--- src/rtl/mask_window_sequencer.sv ---
// Frame sequencer for an M_SIZE x M_SIZE window: shift enables, end-of-frame
// padding flush, and registered centre strobe with coordinates and in-image masks.
//
// Ports:
//   clk, reset (async, active-high)
//   in_valid, in_sof -> in_ready    : raw pixel stream
//   shift_en, pad                   : combinational window shift / padding beat
//   center_valid, center_x/y        : registered centre strobe and position
//   row_mask, col_mask              : bit k set iff window row/col k is inside the image
//   frame_done                      : pulse with the last centre of a frame
//   err_sync                        : pulse one cycle after a protocol error
//
// Build option: define SOF_RESYNC_EN so that in_sof during RUN aborts the
// current frame and restarts on that pixel; otherwise such an in_sof is ignored.
module mask_window_sequencer #(
  parameter int IMG_WIDTH  = 640,
  parameter int IMG_HEIGHT = 480,
  parameter int M_SIZE     = 11,
  parameter int X_W        = $clog2(IMG_WIDTH),
  parameter int Y_W        = $clog2(IMG_HEIGHT)
) (
  input  logic              clk,
  input  logic              reset,
  input  logic              in_valid,
  input  logic              in_sof,
  output logic              in_ready,
  output logic              shift_en,
  output logic              pad,
  output logic              center_valid,
  output logic [X_W-1:0]    center_x,
  output logic [Y_W-1:0]    center_y,
  output logic [M_SIZE-1:0] row_mask,
  output logic [M_SIZE-1:0] col_mask,
  output logic              frame_done,
  output logic              err_sync
);

  localparam int HALF  = M_SIZE / 2;
  localparam int NPIX  = IMG_WIDTH * IMG_HEIGHT;
  localparam int LEAD  = HALF * IMG_WIDTH + HALF;
  localparam int TOTAL = NPIX + LEAD;
  localparam int CW    = $clog2(TOTAL) + 1;

  localparam logic [CW-1:0]  S_LEAD    = CW'(LEAD);
  localparam logic [CW-1:0]  S_LASTPIX = CW'(NPIX - 1);
  localparam logic [CW-1:0]  S_LASTPAD = CW'(TOTAL - 1);
  localparam logic [X_W-1:0] X_LAST    = X_W'(IMG_WIDTH - 1);
  localparam logic [Y_W-1:0] Y_LAST    = Y_W'(IMG_HEIGHT - 1);

  typedef enum logic [1:0] {IDLE, RUN, FLUSH} state_t;

  state_t         state;
  logic [CW-1:0]  s;
  logic [X_W-1:0] cx;
  logic [Y_W-1:0] cy;

  logic           accept;
  logic           sof_run;
  logic           resync;
  logic           emit;
  logic           last_c;
  logic [CW-1:0]  s_pre;
  logic [X_W-1:0] cx_cur;
  logic [Y_W-1:0] cy_cur;
  logic [M_SIZE-1:0] row_m;
  logic [M_SIZE-1:0] col_m;

  // Bit k set iff coordinate c-HALF+k falls inside [0, lim).
  function automatic logic [M_SIZE-1:0] in_mask(input int c, input int lim);
    logic [M_SIZE-1:0] m;
    m = '0;
    for (int k = 0; k < M_SIZE; k++) begin
      m[k] = (c - HALF + k >= 0) && (c - HALF + k < lim);
    end
    return m;
  endfunction

  always_comb begin
    in_ready = (state != FLUSH);
    pad      = (state == FLUSH);
    accept   = in_valid & ((state == RUN) | ((state == IDLE) & in_sof));
    sof_run  = (state == RUN) & in_valid & in_sof;
`ifdef SOF_RESYNC_EN
    resync   = sof_run;
`else
    resync   = 1'b0;
`endif
    shift_en = accept | pad;
    // A resync pixel is shift 0 of a fresh frame with centres from (0,0).
    s_pre    = resync ? '0 : s;
    cx_cur   = resync ? '0 : cx;
    cy_cur   = resync ? '0 : cy;
    emit     = shift_en & (s_pre >= S_LEAD);
    last_c   = (cx_cur == X_LAST) & (cy_cur == Y_LAST);
    row_m    = in_mask(int'(cy_cur), IMG_HEIGHT);
    col_m    = in_mask(int'(cx_cur), IMG_WIDTH);
  end

  always_ff @(posedge clk or posedge reset) begin
    if (reset) begin
      state        <= IDLE;
      s            <= '0;
      cx           <= '0;
      cy           <= '0;
      center_valid <= 1'b0;
      frame_done   <= 1'b0;
      err_sync     <= 1'b0;
      center_x     <= '0;
      center_y     <= '0;
      row_mask     <= '0;
      col_mask     <= '0;
    end else begin
      err_sync     <= ((state == IDLE) & in_valid & ~in_sof) | sof_run;
      center_valid <= emit;
      frame_done   <= emit & last_c;

      if (emit) begin
        center_x <= cx_cur;
        center_y <= cy_cur;
        row_mask <= row_m;
        col_mask <= col_m;
        if (cx_cur == X_LAST) begin
          cx <= '0;
          cy <= (cy_cur == Y_LAST) ? '0 : cy_cur + 1'b1;
        end else begin
          cx <= cx_cur + 1'b1;
          cy <= cy_cur;
        end
      end else if (resync) begin
        cx <= '0;
        cy <= '0;
      end

      unique case (state)
        IDLE: begin
          if (accept) begin
            s     <= CW'(1);
            state <= RUN;
          end
        end
        RUN: begin
          if (accept) begin
            s <= s_pre + 1'b1;
            if (s_pre == S_LASTPIX) state <= FLUSH;
          end
        end
        FLUSH: begin
          if (s == S_LASTPAD) begin
            s     <= '0;
            state <= IDLE;
          end else begin
            s <= s + 1'b1;
          end
        end
        default: state <= IDLE;
      endcase
    end
  end

endmodule

--- config.mk ---
export PLATFORM = sky130hd
export DESIGN_NAME = mask_window_sequencer
export DESIGN_NICKNAME = d
export VERILOG_FILES = /design/src/rtl/mask_window_sequencer.sv
export SDC_FILE = /design/constraint.sdc
export NUM_CORES = 1
export LEC_CHECK = 0
export CORE_MARGIN = 2
export CORE_UTILIZATION = 54
export CTS_BUF_LIST = sky130_fd_sc_hd__clkbuf_8 sky130_fd_sc_hd__clkbuf_16
export DETAILED_ROUTE_END_ITERATION = 7
export HOLD_SLACK_MARGIN = 0.15
export PLACE_DENSITY = 0.78
export SLEW_MARGIN = 20
export SYNTH_ARGS = -nofsm -noshare
export SYNTH_HDL_FRONTEND = slang
export SYNTH_SLANG_ARGS = --single-unit
--- constraint.sdc ---
create_clock -name clk -period 3 [get_ports clk]
set_clock_uncertainty 0.15 [all_clocks]
set_input_delay 0.6 -clock clk [delete_from_list [all_inputs] [get_ports clk]]
set_output_delay 0.6 -clock clk [all_outputs]
set_load 0.02 [all_outputs]
---- After elaboration in Yosys (flattened, before gate mapping) ----
Cells that the tools add are included.
storage, ports and cells
  logic and storage cells ................. 143
  register bits ........................... 85
  input bits .............................. 4
  output and inout bits ................... 47
operators by class
  reduce and logical (&&, ||, !) cells .... 27
  $lt $le $gt $ge ......................... 45
  add/sub/neg operators ................... 25
  equal/unequal tests ..................... 11
  bitwise gates (word level) .............. 13
  mux-type cells .......................... 11
operator list
  operator                                                             number
  greater-or-equal comparator 32 x 1 -> 1 bit, second input constant   18
  less-than comparator 32 x 10 -> 1 bit, second input constant         9
  less-than comparator 32 x 11 -> 1 bit, second input constant         9
  2-to-1 mux 20 bit                                                    3
  one-hot mux 20 bit (3 select lines)                                  1
  adder 11 x 4 -> 12 bit, second input constant                        4
  adder 10 x 4 -> 11 bit, second input constant                        4
  == test 20 x 19 -> 1 bit, second input constant                      2
  adder 11 x 5 -> 12 bit, second input constant                        3
  adder 10 x 5 -> 11 bit, second input constant                        3
  adder 11 x 3 -> 12 bit, second input constant                        2
  adder 10 x 3 -> 11 bit, second input constant                        2
  greater-or-equal comparator 11 x 1 -> 1 bit, second input constant   2
  logical AND 1 bit                                                    22
  adder 20 x 1 -> 20 bit, second input constant                        1
  greater-or-equal comparator 20 x 12 -> 1 bit, second input constant  1
  adder 11 x 2 -> 12 bit, second input constant                        1
  greater-or-equal comparator 12 x 1 -> 1 bit, second input constant   1
  less-than comparator 12 x 11 -> 1 bit, second input constant         1
  adder 10 x 2 -> 11 bit, second input constant                        1
  less-than comparator 11 x 10 -> 1 bit, second input constant         1
  less-than comparator 11 bit, second input constant                   1
  subtractor 10 x 3 -> 11 bit, second input constant                   1
  adder 10 x 1 -> 10 bit, second input constant                        1
  22 further kinds                                                     38

---- Logic depth before layout (Yosys ltp) ----
  depth after elaboration ................. 7
  mapped depth ............................ 13
  mapped depth without buffers ............ 12

---- Worst setup path before layout ----
No wires, ideal clock.
  kind .................................... flip-flop to flip-flop
  start ................................... register cx[0]
  end ..................................... register col_mask[5]
  data arrival time ....................... 2,788 ps
  required time ........................... 2,746 ps
  library setup time ...................... 104 ps
  cell stages (with the launch flop) ...... 14
  setup slack ............................. -42 ps
  clock period less this slack ............ 3,042 ps
  buffers on the path ..................... 1
  cell sequence ........................... dfrtp_1 -> buf_2 -> inv_1 -> ha_1 -> nor2b_1 -> or3_1 -> nand2_1 -> ha_1 -> inv_1 -> a221o_1 -> or3_1 -> nor2_1 -> a311oi_1 -> o41ai_2
between the ends
  cells in the longest elaborated chain, start to end .. 4
  elaborated cells between the ends (all ways) .. 5
  those cells by class .................... 2 x add/sub; 2 x order compare; 1 x reduce/logical
RTL lines
  item                                                                                                         line  RTL
  start: declaration                                                                                           54    logic [X_W-1:0] cx;
  start signal: assignment                                                                                     126   cx <= cx_cur + 1'b1;
  subtractor 10 x 3 -> 11 bit *                                                                                73    m[k] = (c - HALF + k >= 0) && (c - HALF + k < lim);
  adder 11 x 4 -> 12 bit *                                                                                     73
  greater-or-equal comparator 32 x 1 -> 1 bit / less-than comparator 32 x 11 -> 1 bit (equally long branches)  73
  logical AND 1 bit *                                                                                          73
  end signal: assignment                                                                                       121   col_mask <= col_m;
  end: declaration                                                                                             33    output logic [M_SIZE-1:0] col_mask,
Mark *: on every way between the ends. The rest lies on a longest branch, timed or not.
A chain may end at the register's enable or synchronous reset.

---- Worst setup path in the final report ----
  start ................................... register cx[0]
  end ..................................... register col_mask[7]
The elaborated chain is that of the path after synthesis.

==> results <==
==> registers in the layout (all words and copies together) (netlist names) <==
name,flops
s,20
col_mask,11
row_mask,11
center_x,10
cx,10
center_y,9
cy,9
state,2
center_valid,1
err_sync,1
frame_done,1
==> through the flow <==
stage	utilization	area (µm²)	setup WS [ns]	total power, mW	TNS [ns]
detailed placement	0.653	7180	0.0297	1.39	0
finish	0.689	7570	0.141	2.47	0
CTS	0.680	7460	0.0312	2.49	0
global placement	0.653	7180	0.112	1.38	0
global route	0.689	7570	-0.0427	2.56	-0.0680
floorplan	-	6150	0.00630	1.34	0
==> metal layers <==
layer,vias to the layer above,part of all wire
li1,2885,-
met5,-,0
met2,200,0.49
met4,0,0.025
met3,37,0.047
met1,2908,0.44
==> cell type report <==
class	count	area (µm²)	share of cell area
clock buffers	10	239	0.0316
repair buffers	119	1050	0.138
flip-flops and latches	85	2130	0.281
inverters	28	108	0.0142
multi-input cells	600	3830	0.506
clock inverters	6	47.5	0.00628
well taps	140	175	0.0231
==> cell usage in the layout (no fill, tap or decap), types with 4 or more instances in the layout <==
cell type / n
sky130_fd_sc_hd__nand2_1: 122
sky130_fd_sc_hd__dfrtp_1: 85
sky130_fd_sc_hd__nor2_1: 68
sky130_fd_sc_hd__buf_4: 67
sky130_fd_sc_hd__clkdlybuf4s50_1: 49
sky130_fd_sc_hd__o21ai_0: 44
sky130_fd_sc_hd__a21oi_1: 38
sky130_fd_sc_hd__nand3_1: 33
sky130_fd_sc_hd__xnor2_1: 29
sky130_fd_sc_hd__ha_1: 26
sky130_fd_sc_hd__inv_1: 22
sky130_fd_sc_hd__o31ai_1: 19
sky130_fd_sc_hd__xor2_1: 19
sky130_fd_sc_hd__nand4_1: 18
sky130_fd_sc_hd__nor3_1: 15
sky130_fd_sc_hd__and3_1: 13
sky130_fd_sc_hd__clkbuf_16: 9
sky130_fd_sc_hd__nand2b_1: 8
sky130_fd_sc_hd__nor2b_1: 8
sky130_fd_sc_hd__nor4_1: 7
sky130_fd_sc_hd__or3_1: 6
sky130_fd_sc_hd__or4_1: 5
sky130_fd_sc_hd__and2_1: 5
sky130_fd_sc_hd__inv_2: 5
sky130_fd_sc_hd__a31oi_1: 5
sky130_fd_sc_hd__a21o_1: 5
sky130_fd_sc_hd__mux2i_1: 5
sky130_fd_sc_hd__o211ai_1: 5
sky130_fd_sc_hd__a211oi_1: 5
sky130_fd_sc_hd__o21ai_1: 4
sky130_fd_sc_hd__o22ai_1: 4
sky130_fd_sc_hd__o41ai_1: 4
sky130_fd_sc_hd__a32oi_1: 4
sky130_fd_sc_hd__a221oi_1: 4
==> power groups by stage <==
stage                     clock network, mW  logic, mW  registers (mW)
after floorplan                           0      0.105            1.24
after global placement                    0      0.139            1.25
after detailed placement                  0      0.145            1.25
after CTS                              1.11      0.147            1.22
after global routing                   1.15      0.169            1.23
final                                  1.10      0.144            1.23
==> cells by family (layout without fill, tap and decap cells) <==
kind of cell    count (synthesis)  count (layout)
compound gates                181             181
xor+xnor                       52              52
fa+ha+maj                      30              30
buf+inv                        69             163
flops                          85              85
mux                             8               8
simple gates                  329             329
==> Yosys cell counts (3+ instances only) <==
library cell                instances  area (µm²)
sky130_fd_sc_hd__o21ai_0           44         220
sky130_fd_sc_hd__a221oi_1           4        35.0
sky130_fd_sc_hd__dfrtp_1           85        2130
sky130_fd_sc_hd__nand4_1           18         113
sky130_fd_sc_hd__o41ai_1            4        35.0
sky130_fd_sc_hd__xnor2_1           31         272
sky130_fd_sc_hd__or4_1              5        37.5
sky130_fd_sc_hd__ha_1              30         375
sky130_fd_sc_hd__nor4_1             8        50.1
sky130_fd_sc_hd__buf_1              4        15.0
sky130_fd_sc_hd__a21o_1             5        37.5
sky130_fd_sc_hd__and2_1             5        31.3
sky130_fd_sc_hd__o21a_1             3        22.5
sky130_fd_sc_hd__a31oi_1            5        31.3
sky130_fd_sc_hd__nor3_1            15        75.1
sky130_fd_sc_hd__nand2_1          125         469
sky130_fd_sc_hd__a32oi_1            4        35.0
sky130_fd_sc_hd__nand2b_1           8        50.1
sky130_fd_sc_hd__o21ai_1            4        20.0
sky130_fd_sc_hd__clkbuf_1          30         113
sky130_fd_sc_hd__o2bb2ai_1          3        26.3
sky130_fd_sc_hd__xor2_1            19         166
sky130_fd_sc_hd__a211oi_1           5        37.5
sky130_fd_sc_hd__nor2b_1            8        50.1
sky130_fd_sc_hd__or3_1              7        43.8
sky130_fd_sc_hd__o211ai_1           5        37.5
sky130_fd_sc_hd__buf_2              7        35.0
sky130_fd_sc_hd__inv_1             25        93.8
sky130_fd_sc_hd__a22o_1             3        26.3
sky130_fd_sc_hd__mux2i_1            5        50.1
sky130_fd_sc_hd__nand3_1           33         165
sky130_fd_sc_hd__o31ai_1           20         150
sky130_fd_sc_hd__o22ai_1            4        25.0
sky130_fd_sc_hd__nand3b_1           3        22.5
sky130_fd_sc_hd__nor2_1            68         255
sky130_fd_sc_hd__a21oi_1           38         190
sky130_fd_sc_hd__a2bb2oi_1          3        26.3
sky130_fd_sc_hd__and3_1            13        81.3
==> path summary, 6_finish.rpt <==
check,from,to,slack [ns],cells after the start
worst max-delay path,cx[0],col_mask[7],0.14,8
worst min-delay path,col_mask[2],col_mask[2],0.33,2
worst max register to register,cx[0],col_mask[7],0.14,8
worst min register to register,col_mask[2],col_mask[2],0.33,2
max in group asynchronous,reset,col_mask[0],1.65,3
min in group asynchronous,reset,center_y[8],0.43,2
==> worst reg2reg max path, delay by kind of cell (launching register included) <==
family          cells  cell delay [ns]
compound gates      5             1.68
flops               1             0.39
buf+inv             2             0.39
simple gates        1             0.13
==> timing repair <==
item / 4_1_cts / 5_1_grt
setup endpoints to repair: 1 / 14
gates cloned: 0 / 0
pin swaps: 0 / 4
resized for setup: 1 / 17
hold endpoints to repair: 0 / 0
buffers inserted: 0 / 4
==> summary.md <==
| Metric | Value |
|---|---|
| Sw power | 0.640 mW |
| Post-detail-place hpwl | 12900 µm |
| Part of the Yosys area used for sequential elements | 0.346 |
| Starting utilization of the core area | 0.559 |
| Overflow left after global routing | 0 |
| CP max stage cell | sky130_fd_sc_hd__o2bb2ai_1 |
| Min Tclk post-route | around 2.9 ns |
| Routing usage on met2 | 0.481 |
| Hold-fix buffers, CTS | 0 |
| Met3 Resource Use GR | 0.0461 |
| Post-detailed-route wirelength per cell | 17.6 µm |
| Share of synthesized cell area in and, or, nand and nor gates | 0.255 |
| Antenna violations before repair | 0 |
| Final period util | 0.953 |
| Async set-or-reset flop fraction in the synthesized netlist | 1.00 |
| # diodes | 0 |
| Area growth from synthesis to layout | 23.3% |
| Hold Path Class | reg2reg |
| Outcome | complete, no violations |
| Number of violations of the max-capacitance limit | 0 |
| Crit path largest cell delay | ~0.63 ns |
| Die span in x | 111 µm |
| Launching element type of the critical path | flip-flop |
| Sinks on the clock net | between 80 and 90 |
| Worst slew margin relative to its limit | 0.508 |
| Clock network latency to the later pin of the worst-skew pair | approximately 0.35 ns |
| Crit-path max FO | 10 |
| Gpl congestion | between 0.9 and 1 |
| Netlist cell types | 75 |
| Kind of cell adding the most delay to the critical path | compound AO/OA/AOI/OAI gates |
| Switching part of the total power | 0.259 |
| Syn Inst Count | approximately 750 |
| Cell at the root of the clock tree | sky130_fd_sc_hd__clkbuf_16 |
| Number of cells in the finished layout apart from fillers | 988 |
| Worst-Margin Slew | roughly 0.74 ns |
| Combinational share of power | 0.058 |
| Endpoints failing hold | 0 |
| Total power per unit cell area | 326 nW/µm² |
| Remaining design rule violation count | 0 |
| Vias in the first global route | 5864 |
| Row count | 38 |
| Min Hold Slack | approximately 0.33 ns |
| Number of buffer cells added on primary ports | 50 |
| Clk pwr share | 0.446 |
| Clock-pin transition on the worst setup and hold timing paths | around 0.070 ns |
| Die area | 12200 µm² |
| TritonCTS clock tree | done |
| Total number of nets in the final design | around 880 |
| Post-synth EDFFs | 0 |
| H-tree levels | 3 |
| Most used DFF post-synth | sky130_fd_sc_hd__dfrtp_1 |
| Antenna-violating nets left | 0 |
| Proportion of layout cells with a drive suffix above 1 | 0.143 |
| Cell with the most instances on the worst path | sky130_fd_sc_hd__buf_4 |
| Instance count after placement with tap cells included | approximately 970 |
| Achievable Freq | roughly 0.35 GHz |
| Maximum number of pins on one net before global-route repair | 46 |
| Global-route usage over all layers | 0.287 |
| Violation count after the first detailed-route iteration | ~490 |
| Detailed Routing Iterations Pass 1 | 7 |
| Die boundary height | 111 µm |
| Global Route met1 Usage | 0.374 |
| GRT Max-Usage Layer | met2 |
| Endpoints failing setup | 0 |
| Number of inserted filler cells in the final layout | between 800 and 900 |
| Multiplexer share of the synthesized area | 0.0137 |
| Vias after detailed routing | 6030 |
| Number of placed I/O pins | 51 |
| Int Pwr | 1.83 mW |
| Synthesized cell area | 6140 µm² |
| YS warnings | 0 |
| Leakage | 3.39 nW |
| Total length of routed wires | 17400 µm |
| Mapped Avg Cell Area | 8.14 µm² |
| Worst voltage drop across the vdd grid | around 0.40 mV |
| Mapped Nets | 788 |
| First-pass GRT wire length | 29000 µm |
| Adder-cell share of the synthesized area | 0.0611 |
| Number of max-slew violations in the final report | 0 |
| Synth Register Bits | 85 |
| Core Footprint | between 10000 and 15000 µm² |
| XOR/XNOR share of the synthesized area | 0.0766 |
| Compound-gate portion of the synthesized area | 0.203 |
| Ordered cell list for the critical path | buf_4 > o21ai_1 > buf_4 > a31oi_1 > o2bb2ai_1 > nor3_4 > a221oi_1 > o41ai_1 |
| Largest family of logic cells by synthesized area | simple AND/OR/NAND/NOR gates |
| Setup Crit Path Kind | reg2reg |
| Buffer depth of the longest clock path | 2 |
| Number of clock buffers inserted by TritonCTS | 9 |
| Arrival time of data at the critical path endpoint | just under 3 ns |
| Routed via count divided by cell count | 6.10 |
| Sequential Power Share | 0.496 |
| Count of buffer and inverter cells on the critical path | 2 |
| Required time of the critical path | 3.08 ns |
| Critical path endpoint category | flip-flop |
(Power assumes the default switching activity.)
==> RTL change (same flow settings) <==
Re-encode `state_t` (3 states) as one-hot, 3 bits wide.
--- a/src/rtl/mask_window_sequencer.sv
+++ b/src/rtl/mask_window_sequencer.sv
@@ -47,7 +47,7 @@
   localparam logic [X_W-1:0] X_LAST    = X_W'(IMG_WIDTH - 1);
   localparam logic [Y_W-1:0] Y_LAST    = Y_W'(IMG_HEIGHT - 1);
 
-  typedef enum logic [1:0] {IDLE, RUN, FLUSH} state_t;
+  typedef enum logic [2:0] {IDLE = 3'b001, RUN = 3'b010, FLUSH = 3'b100} state_t;
 
   state_t         state;
   logic [CW-1:0]  s;
Check against the original RTL: no difference found for any inputs over 10 cycles, from zero or initial values and one cycle with reset high; not proved beyond that.
==> RTL change against the unedited design <==
- hold slack lost 0.0024 ns
- clock power grew 15%
- cell area shrank 3.1%
- total power grew 8.7%
- die area grew 0.15%
- non-clock buffer count shrank 27
- worst setup slack lost 0.030 ns
- area after synthesis grew 0.16%
- synthesized cell count shrank 2.4%
- critical path depth shrank 3
- sequential cell count grew 1
- maximum frequency shrank 1.0%
- routed wire length shrank 6.7%
- largest power group is now clock
==> RTL change: results (changes against the unedited design) <==
Critical path
  – Largest stage delay, worst path: 0.60 ns (-0.03 ns)
  – CP max FO: 4 (-6)
  – Crit path launch: in_valid
  – Slowest stage cell, crit path: clkdlybuf4s50_1
  – Worst EP arrival: 2.14 ns (-0.79 ns)

Synth
  – Syn_nets: 766 (-2.8%)
  – Synth unique cells: 79 (+5.3%)
  – Post-Synth Adder-Cell Area: 0.0529 (-0.00824)
  – Register area share after synthesis: 0.350 (+0.00371)
  – Top cells by count, synth: nand2_1 (115), dfrtp_1 (85), nor2_1 (57)
  – Mux cell area share after synthesis: 0.0116 (-0.00206)
  – Top post-synthesis cells by area: dfrtp_1 (35%), nand2_1 (7.0%), ha_1 (5.3%)
  – Synth Area in Compound Gates: 0.221 (+0.0176)

Cells and area
  – Final net count: 826 (-5.8%)
  – Share of post-route cells with drive strength above 1: 0.119 (-0.0241)

Routing
  – Drt wl/cell: 17.2 um (-2.0%)
  – Initial DRT Pass Iterations: 6 (-1)
  – Initial drt markers: 460 (-5.2%)

GRT
  – Grt met2 use: 0.458 (-0.0225)
  – Vias in the first global route: 5650 (-3.6%)
  – Total GRT Usage: 0.269 (-0.0175)
  – Largest net degree at the start of global routing: 63 (+37%)
  – GRT met3 Usage: 0.0476 (+0.00146)

Place
  – HPWL Detailed: 11400 um (-11%)
  – Setup WS pre-CTS: 0.118 ns (+0.0882 ns)

Pwr
  – Maximum VDD drop: 448 uV (+12%)
  – Lkg Pwr: 3.30 nW (-2.8%)

STA
  – Worst-Margin Slew: 1.15 ns (+0.410 ns)

Hold path
  – Hold_sp: center_x[2]

Run status
  – Outcome: finished clean
[RTL change: cell count changes after synthesis, moves of 5 or more]
cell / change
clkbuf_1: -9
a21o_1: +8
buf_2: +6
a31oi_1: +5
o21a_1: +7
o21ai_0: +8
o31ai_1: -5
nand3_1: -9
and4_1: +5
nand2_1: -10
nor2_1: -11
[RTL change: where the power goes]
group | switching (mW) | internal [mW] | total [mW]
combinational | 0.133 | 0.0788 | 0.211
clock | 0.516 | 0.741 | 1.26
sequential | 0.0297 | 1.19 | 1.22
[RTL change: stage by stage]
stage	instances	total power, mW	utilization	instance area, um2	hold WS, ns
after floorplan	736	1.37	-	6160	0.321
after global placement	925	1.44	0.636	6980	0.309
after detailed placement	925	1.45	0.636	6980	0.319
after CTS	941	2.70	0.666	7310	0.334
after global routing	941	2.80	0.668	7330	0.366
final	941	2.69	0.668	7330	0.328
[RTL change: cell type report]
cell class,count,area (um2)
Fill cell,899,3650
Multi-Input combinational cell,582,3720
Inverter,25,95.1
Timing Repair Buffer,92,853
Clock buffer,9,225
Tap cell,140,175
Sequential cell,86,2160
Clock inverter,7,105
[RTL change: routing by layer]
metal | vias to the layer above | part of all wire
met3 | 34 | 0.056
met5 | - | 0
met4 | 0 | 0.023
li1 | 2737 | -
met2 | 213 | 0.50
met1 | 2794 | 0.42
[RTL change: repair_timing]
action                                  in CTS  in global routing
endpoints found under the setup margin       0                  9
gates resized for setup                      0                  7
hold buffers                                 0                  0
[RTL change: final timing paths]
| path | slack, ns | endpoint |
|---|---|---|
| worst min register to register | 0.33 | center_x[2] |
| worst min-delay path | 0.33 | center_x[2] |
| min in group asynchronous | 0.41 | center_x[3] |
| worst max register to register | 0.17 | col_mask[8] |
| max in group asynchronous | 1.61 | state[0] |
| worst max-delay path | 0.11 | shift_en |
